File: config.mk
export PLATFORM = sky130hd
export DESIGN_NAME = prog_loader
export DESIGN_NICKNAME = d
export VERILOG_FILES = /design/src/rtl/prog_loader_pkg.sv /design/src/rtl/prog_loader.sv
export SDC_FILE = /design/constraint.sdc
export NUM_CORES = 1
export LEC_CHECK = 0
export ABC_CLOCK_PERIOD_IN_PS = 5300
export BUFFER_PORTS_ARGS = -buffer_cell sky130_fd_sc_hd__buf_2
export CAP_MARGIN = 20
export CELL_PAD_IN_SITES_DETAIL_PLACEMENT = 1
export CELL_PAD_IN_SITES_GLOBAL_PLACEMENT = 2
export CORE_AREA = 2 2 107 109
export CTS_CLUSTER_SIZE = 10
export DETAILED_ROUTE_END_ITERATION = 8
export DIE_AREA = 0 0 109 111
export PLACE_DENSITY_LB_ADDON = 0.1
export SLEW_MARGIN = 10
export SYNTH_ARGS = -nofsm -noshare
export SYNTH_HDL_FRONTEND = slang
export SYNTH_SLANG_ARGS = --single-unit
File: constraint.sdc
create_clock -name clock -period 5.3 [get_ports clock]
set_input_delay 1.06 -clock clock [delete_from_list [all_inputs] [get_ports clock]]
set_output_delay 1.06 -clock clock [all_outputs]
set_load 0.1 [all_outputs]
File: src/rtl/prog_loader_pkg.sv
// Shared encodings and widths for the boot-time program loader.
// The state enum and byte/checksum constants are imported by prog_loader.
package prog_loader_pkg;

    localparam int LDR_STATE_W = 3;
    localparam int LDR_BYTE_W  = 8;
    localparam int LDR_CNT_W   = 16;
    localparam logic [LDR_BYTE_W-1:0] LDR_CHK_OK = 8'h00;

    typedef enum logic [LDR_STATE_W-1:0] {
        S_CNT_H = 3'd0,
        S_CNT_L = 3'd1,
        S_DAT_H = 3'd2,
        S_DAT_L = 3'd3,
        S_CHK   = 3'd4,
        S_RUN   = 3'd5,
        S_ERR   = 3'd6
    } ldr_state_e;

    function automatic logic is_loading(input ldr_state_e s);
        return (s != S_RUN) && (s != S_ERR);
    endfunction

endpackage

File: src/rtl/prog_loader.sv
// Holds the core in reset while a framed byte stream (count, words, checksum)
// is written into instruction memory, then releases it on a good checksum.
module prog_loader
    import prog_loader_pkg::*;
#(
    parameter int INST_W = 16,
    parameter int ADDR_W = 16,
    parameter int DEPTH  = 256
) (
    input  logic                  clock,
    input  logic                  rst,
    input  logic [LDR_BYTE_W-1:0] rx_data,
    input  logic                  rx_valid,
    output logic                  rx_ready,
    input  logic                  load_req,
    output logic                  imem_we,
    output logic [ADDR_W-1:0]     imem_waddr,
    output logic [INST_W-1:0]     imem_wdata,
    output logic                  cpu_n_rst,
    output logic                  busy,
    output logic                  done,
    output logic                  err
);

    localparam logic [LDR_CNT_W-1:0] DEPTH_LIM = LDR_CNT_W'(DEPTH);

    ldr_state_e state_q, state_d;

    logic [LDR_CNT_W-1:0]  n_q, n_d;
    logic [LDR_CNT_W-1:0]  cnt_q, cnt_d;
    logic [LDR_BYTE_W-1:0] acc_q, acc_d;
    logic [LDR_BYTE_W-1:0] hi_q, hi_d;
    logic                  imem_we_q, imem_we_d;
    logic [ADDR_W-1:0]     waddr_q, waddr_d;
    logic [INST_W-1:0]     wdata_q, wdata_d;
    logic                  cpu_n_rst_q, cpu_n_rst_d;
    logic                  done_q, done_d;
    logic                  err_q, err_d;
    logic                  busy_q, busy_d;

    logic                  accept;
    logic [LDR_BYTE_W-1:0] acc_sum;
    logic [LDR_CNT_W-1:0]  n_full;
    logic [LDR_CNT_W-1:0]  cnt_inc;

    assign rx_ready = is_loading(state_q);
    assign accept   = rx_valid && rx_ready;
    assign acc_sum  = acc_q + rx_data;
    assign n_full   = {n_q[LDR_CNT_W-1:LDR_BYTE_W], rx_data};
    assign cnt_inc  = cnt_q + 1'b1;

    always_ff @(posedge clock or posedge rst) begin
        if (rst) begin
            state_q <= S_CNT_H;
        end else begin
            state_q <= state_d;
        end
    end

    always_comb begin
        state_d = state_q;
        if (load_req) begin
            state_d = S_CNT_H;
        end else if (accept) begin
            case (state_q)
                S_CNT_H: state_d = S_CNT_L;
                S_CNT_L: begin
                    if (n_full > DEPTH_LIM)
                        state_d = S_ERR;
                    else if (n_full == '0)
                        state_d = S_CHK;
                    else
                        state_d = S_DAT_H;
                end
                S_DAT_H: state_d = S_DAT_L;
                S_DAT_L: state_d = (cnt_inc < n_q) ? S_DAT_H : S_CHK;
                S_CHK:   state_d = (acc_sum == LDR_CHK_OK) ? S_RUN : S_ERR;
                default: state_d = state_q;
            endcase
        end
    end

    // Datapath and status next values; status flags are registered from
    // state_d so they line up exactly with the state register.
    always_comb begin
        n_d         = n_q;
        cnt_d       = cnt_q;
        acc_d       = acc_q;
        hi_d        = hi_q;
        imem_we_d   = 1'b0;
        waddr_d     = waddr_q;
        wdata_d     = wdata_q;
        if (load_req) begin
            n_d   = '0;
            cnt_d = '0;
            acc_d = '0;
        end else if (accept) begin
            acc_d = acc_sum;
            case (state_q)
                S_CNT_H: n_d = {rx_data, {LDR_BYTE_W{1'b0}}};
                S_CNT_L: n_d = n_full;
                S_DAT_H: hi_d = rx_data;
                S_DAT_L: begin
                    imem_we_d = 1'b1;
                    waddr_d   = ADDR_W'(cnt_q);
                    wdata_d   = INST_W'({hi_q, rx_data});
                    cnt_d     = cnt_inc;
                end
                default: ;
            endcase
        end
        cpu_n_rst_d = (state_d == S_RUN);
        done_d      = (state_d == S_RUN);
        err_d       = (state_d == S_ERR);
        busy_d      = is_loading(state_d);
    end

    always_ff @(posedge clock or posedge rst) begin
        if (rst) begin
            n_q         <= '0;
            cnt_q       <= '0;
            acc_q       <= '0;
            hi_q        <= '0;
            imem_we_q   <= 1'b0;
            waddr_q     <= '0;
            wdata_q     <= '0;
            cpu_n_rst_q <= 1'b0;
            done_q      <= 1'b0;
            err_q       <= 1'b0;
            busy_q      <= 1'b1;
        end else begin
            n_q         <= n_d;
            cnt_q       <= cnt_d;
            acc_q       <= acc_d;
            hi_q        <= hi_d;
            imem_we_q   <= imem_we_d;
            waddr_q     <= waddr_d;
            wdata_q     <= wdata_d;
            cpu_n_rst_q <= cpu_n_rst_d;
            done_q      <= done_d;
            err_q       <= err_d;
            busy_q      <= busy_d;
        end
    end

    assign imem_we    = imem_we_q;
    assign imem_waddr = waddr_q;
    assign imem_wdata = wdata_q;
    assign cpu_n_rst  = cpu_n_rst_q;
    assign done       = done_q;
    assign err        = err_q;
    assign busy       = busy_q;

endmodule
After elaboration in Yosys (flattened, before gate mapping)
Cells that the tools add are included.

operators by class
  add/subtract/negate cells = 2
  $lt $le $gt $ge = 2
  eq/ne operators = 11
  multiplexer cells = 18
  bitwise logic cells = 1
  reductions and logical operators = 15

operator list
  cell                   count
  $mux 16                5
  $pmux 16 s2            1
  $add 16x1->16 const B  1
  $gt 16x9->1 const B    1
  $logic_not 16->1       1
  $lt 16x16->1           1
  $mux 8                 2
  $mux 3                 5
  $pmux 3 s5             1
  $ne 3x3->1 const B     4
  $eq 3x3->1 const B     3
  $reduce_and 3->1       3
  $add 8x8->8            1
  $logic_not 8->1        1
  $eq 3x2->1 const B     2
  $reduce_bool 2->1      3
  $reduce_and 2->1       2
  $eq 3x1->1 const B     1
  $logic_and 1x1->1      3
  $logic_not 3->1        1
  $mux 1                 3
  $reduce_bool 3->1      1
  $mux 2                 1
  $ne 2x2->1 const B     1
  $not 1->1              1

word-level totals
  register bits = 87
  bits of input ports = 12
  output and inout bits = 38
  word-level logic and storage cells = 61

Depth between registers and ports, before layout
  word-level depth = 8
  gate-level depth with buffers = 14
  gate-level depth less buffers = 14

Worst setup path after synthesis
OpenSTA, ideal clock, no wires.

  path type = flip-flop to flip-flop
  start point = register cnt_q[0]
  end point = register busy_q (netlist: busy)
  setup time = 0.075 ns
  arrival = 3.052 ns
  data required time = 5.225 ns
  path slack = 2.173 ns
  stages on the path, launching flop included = 15
  buffers on the path = 0
  clock period less this slack = 3.127 ns
  path through = dfrtp_1 -> ha_1 -> and3_1 -> nand3_1 -> nor2b_1 -> nand4_1 -> xnor2_1 -> ha_1 -> nand4_1 -> nor3_1 -> nor4b_1 -> or4b_4 -> and3_4 -> o22ai_4 -> mux2i_1

between the ends
  word-level cells in the longest chain between the ends = 8
  elaborated cells on any way between the ends = 9
  those cells by class = add/sub (1); order compare (1); eq/ne (2); mux (4); reduce/logical (1)

ends and longest elaborated chain
  what                    RTL line               text
  from (decl)             prog_loader.sv:30      logic [LDR_CNT_W-1:0] cnt_q, cnt_d;
  from (signal assigned)  prog_loader.sv:133     cnt_q <= cnt_d;
  $add 16x1->16 (*)       prog_loader.sv:50      assign cnt_inc = cnt_q + 1'b1;
  $lt 16x16->1 (*)        prog_loader.sv:76      S_DAT_L: state_d = (cnt_inc < n_q) ? S_DAT_H : S_CHK;
  $mux 3 (*)              prog_loader.sv:76
  $pmux 3 s5 (*)          prog_loader.sv:65      case (state_q)
  $mux 3 (*)              prog_loader.sv:64      end else if (accept) begin
  $mux 3 (*)              prog_loader.sv:62      if (load_req) begin
  named net state_d[1]    prog_loader.sv:27      ldr_state_e state_q, state_d;
  $ne 3x3->1              prog_loader_pkg.sv:21  return (s != S_RUN) && (s != S_ERR);
  $logic_and 1x1->1 (*)   prog_loader_pkg.sv:21
  named net busy_d        prog_loader.sv:39      logic busy_q, busy_d;
  to (signal assigned)    prog_loader.sv:142     busy_q <= busy_d;
  to (decl)               prog_loader.sv:39

Mark *: on every way through the listed nets, which the timed path passes. The rest lies on a longest branch.
A chain may end at the register's enable or synchronous reset.

Worst setup path in the final report
  start point = register cnt_q[0]
  end point = register err_q (netlist: err)

between the ends
  word-level cells in the longest chain between the ends = 7

ends and longest elaborated chain
  what                  RTL line            text
  $add 16x1->16         prog_loader.sv:50
  $lt 16x16->1          prog_loader.sv:76
  $mux 3                prog_loader.sv:76
  $pmux 3 s5            prog_loader.sv:65
  $mux 3                prog_loader.sv:64
  $mux 3                prog_loader.sv:62
  $eq 3x3->1            prog_loader.sv:114  err_d = (state_d == S_ERR);
  named net err_d       prog_loader.sv:38   logic err_q, err_d;
  to (signal assigned)  prog_loader.sv:141  err_q <= err_d;
  to (decl)             prog_loader.sv:38

The timed path passes the listed nets, and every way through them passes these cells.

==> impl_metrics.env <==
export IMPL_gp_routability_congestion=0.7563
export IMPL_cts_root_buffer_cell="sky130_fd_sc_hd__clkbuf_16"
export IMPL_switching_share_pct=41.53
export IMPL_drt_first_pass_iters=4
export IMPL_clockPowerShare_pct=29.1
export IMPL_fin_crit_sh_pct=72.28
export IMPL_cts_tree="yes"
export IMPL_finish_utilization_pct=46.74
export IMPL_yosysUniqueCellTypes=52
export IMPL_buffer_ports_inserted=49
export IMPL_fp_dieArea_um2=12100
export IMPL_nNetsFinal=473
export IMPL_unrepaired_setup_endpoints_after_global_routing="no"
export IMPL_fmax_mhz=261.1
export IMPL_grt_max_degree=56
export IMPL_grt_antenna_before_repair=0
export IMPL_drtIter0Drc=142
export IMPL_fp_dieH_um=111
export IMPL_synth_seq_area_share_pct=48.85
export IMPL_critical_path_max_stage_delay_ns=0.46
export IMPL_critPathCaptureType="flop"
export IMPL_routed_via_count=3051
export IMPL_area_delta_synth_final_pct=16.11
export IMPL_finish_instance_area_um2=5177
export IMPL_cp_slowest_cell="sky130_fd_sc_hd__dfrtp_1"
export IMPL_tritoncts_num_buffers=9
export IMPL_mostFrequentLayoutCell="sky130_fd_sc_hd__dfrtp_1"
export IMPL_antenna_cells=0
export IMPL_drt_vias_per_instance=5.215
export IMPL_cellLeakagePower_nw=2.541
export IMPL_report_final_slew_viol_count=0
export IMPL_worstPathRequired_ns=5.58
export IMPL_syn_nets=424
export IMPL_max_slew_margin_rel_pct=56.36
export IMPL_total_power_mw=2.295
export IMPL_clkSlewWorstSetupHoldPaths_ns=0.07
export IMPL_power_share_sequential_pct=36.3
export IMPL_holdCritPathClass="flop to flop"
export IMPL_htree_num_levels=3
export IMPL_criticalPathCategory="flop to flop"
export IMPL_cp_arrival_ns=4.11
export IMPL_grt_pass1_vias=3222
export IMPL_outcome="complete, no violations"
export IMPL_power_share_combinational_pct=34.6
export IMPL_drive_above_1_share_pct=27.38
export IMPL_cts_repair_resize_count=0
export IMPL_synth_async_reset_ratio_pct=100.0
export IMPL_nFillCells=1212
export IMPL_max_clock_path_buffers=2
export IMPL_synth_edff_count=0
export IMPL_setup_violations_final=0
export IMPL_row_count=39
export IMPL_worst_skew_pair_late_latency_ns=0.34
export IMPL_worst_path_max_fanout=6
export IMPL_fin_skew_ns=0.005517
export IMPL_syn_inst=388
export IMPL_grt_first_pass_wirelength_um=17300
export IMPL_ant_nets=0
export IMPL_totalWireLength_um=10440
export IMPL_synthesized_area_per_cell_um2=11.49
export IMPL_final_min_clock_period_ns=3.831
export IMPL_report_final_hold_viol_count=0
export IMPL_path_cells="ha_1, and3_1, nand3_1, nor2b_1, nand4_1, xnor2_1, ha_1, nand4_1, nor3_1, nor4b_1, or4b_4, o221ai_1, nor3_1, and2_1"
export IMPL_grt_overflow_total=0
export IMPL_crit_family="simple AND/OR/NAND/NOR gates"
export IMPL_post_place_ws_ns=1.375
export IMPL_postSynth_topFlopCell="sky130_fd_sc_hd__dfrtp_1"
export IMPL_post_route_setup_tns_ns=0
export IMPL_grtUsageTotal_pct=18.87
export IMPL_routedWlPerCell_um=17.85
export IMPL_die_width_um=109
export IMPL_yosys_warnings=0
export IMPL_dpl_hpwl_um=7330
export IMPL_dpl_instance_area_um2=4846
export IMPL_drv_max_cap_violation_count=0
export IMPL_io_pins=50
export IMPL_layout_setup_ws_ns=1.469
export IMPL_p_per_area_nw_per_um2=443.4
export IMPL_numClockSinks=87
export IMPL_drt_drc_violations_left=0
export IMPL_ys_seq_elements=87
export IMPL_post_cts_hold_buffer_count=0
export IMPL_post_cts_setup_buffers=0
export IMPL_internal_power_mw=1.342
export IMPL_switching_power_uw=953.4
export IMPL_cp_num_buf_inv=0
export IMPL_core_region_area_um2=11080
export IMPL_start_kind="flop"
export IMPL_initial_core_util_pct=40.26
export IMPL_irDropWorstVdd_v=0.0003495
export IMPL_layout_common_cells="sky130_fd_sc_hd__dfrtp_1, sky130_fd_sc_hd__buf_2, sky130_fd_sc_hd__mux2_2"
export IMPL_timing_worst_slew_pin_value_ns=0.6531
export IMPL_mappedNetlistArea_um2=4459
==> cell usage after synthesis, drive strengths merged, types with 2 or more instances <==
master / number / share of area, %
dfrtp: 86 / 48
nand4: 4 / 0.56
a2111oi: 2 / 0.53
o311a: 2 / 0.45
mux2: 41 / 10
mux2i: 8 / 1.8
o22ai: 2 / 0.59
nor4: 5 / 1.0
o21a: 4 / 0.67
xnor2: 16 / 3.1
buf: 6 / 0.70
a22o: 22 / 4.3
a21oi: 12 / 1.3
and3: 7 / 1.1
o211ai: 3 / 0.51
nand3: 8 / 0.90
inv: 24 / 2.0
ha: 23 / 6.5
nor2b: 2 / 0.28
o21ai: 9 / 1.0
nand2b: 3 / 0.42
or3: 4 / 0.56
nor3: 5 / 0.56
nor4b: 2 / 0.39
a21o: 2 / 0.34
nor2: 30 / 2.5
xor2: 12 / 2.4
and2: 2 / 0.28
clkbuf: 8 / 1.1
nand2: 18 / 1.6
a211oi: 3 / 0.51
==> through the flow <==
| stage | instances | hold slack, ns |
|---|---|---|
| after CTS | 584 | 0.5080 |
| final | 585 | 0.5044 |
| after detailed placement | 568 | 0.4917 |
| after global routing | 585 | 0.5252 |
| after floorplan | 388 | 0.4731 |
| after global placement | 567 | 0.4793 |
==> power groups by stage <==
stage | clock network [mW] | registers, mW | logic (mW)
final | 0.667 | 0.833 | 0.795
after global routing | 0.718 | 0.849 | 0.840
after CTS | 0.686 | 0.835 | 0.803
after detailed placement | 0 | 0.847 | 0.801
after global placement | 0 | 0.841 | 0.788
after floorplan | 0 | 1.23 | 0.278
==> path summary, 6_finish.rpt <==
check / endpoint / depth (start not counted) / from / slack (ns)
max: err / 14 / cnt_q[0] / 1.47
min: imem_wdata[12] / 1 / hi_q[4] / 0.50
max reg2reg: err / 14 / cnt_q[0] / 1.47
min reg2reg: imem_wdata[12] / 1 / hi_q[4] / 0.50
max in group asynchronous: hi_q[0] / 4 / rst / 3.54
min in group asynchronous: cnt_q[10] / 2 / rst / 0.74
==> per-layer routing <==
| layer | up-vias | GRT usage (%) | share of wire [%] | routed length [um] |
|---|---|---|---|---|
| li1 | 1485 | - | - | - |
| met1 | 1523 | 24.98 | 46 | 4822 |
| met2 | 32 | 31.64 | 50 | 5269 |
| met3 | 11 | 2.939 | 2.1 | 217 |
| met4 | 0 | 5.556 | 1.3 | 131 |
| met5 | - | 0 | 0 | 0 |
==> final cells by class <==
class	instances	area, um2	share of cell area (%)
clock buffer	9	225.2	4.350
inverter	24	91.34	1.764
multi-input combinational	263	2117	40.89
clock inverter	7	86.33	1.667
sequential	87	2178	42.07
tap	143	178.9	3.456
timing repair buffer	52	300.3	5.800
==> sequential cells by signal, summed over array words and instances, names as in the netlist <==
name,count
cnt_q,16
imem_waddr,16
imem_wdata,16
n_q,16
acc_q,8
hi_q,8
state_q,3
busy,1
done,1
err,1
imem_we,1
==> cells by family (layout without fill, tap and decap cells) <==
kind of cell / after synthesis / count (layout) / synth area share, %
AOI/OAI and AO/OA: 67 / 67 / 11.48
xor gates and xnor gates: 28 / 28 / 5.499
adders and majority gates: 24 / 24 / 6.902
buffers and inverters: 38 / 92 / 3.844
DFF: 87 / 87 / 48.85
muxes: 49 / 49 / 12.15
and+or+nand+nor: 95 / 95 / 11.28
No activity file was read; power rests on OpenSTA's default activity.
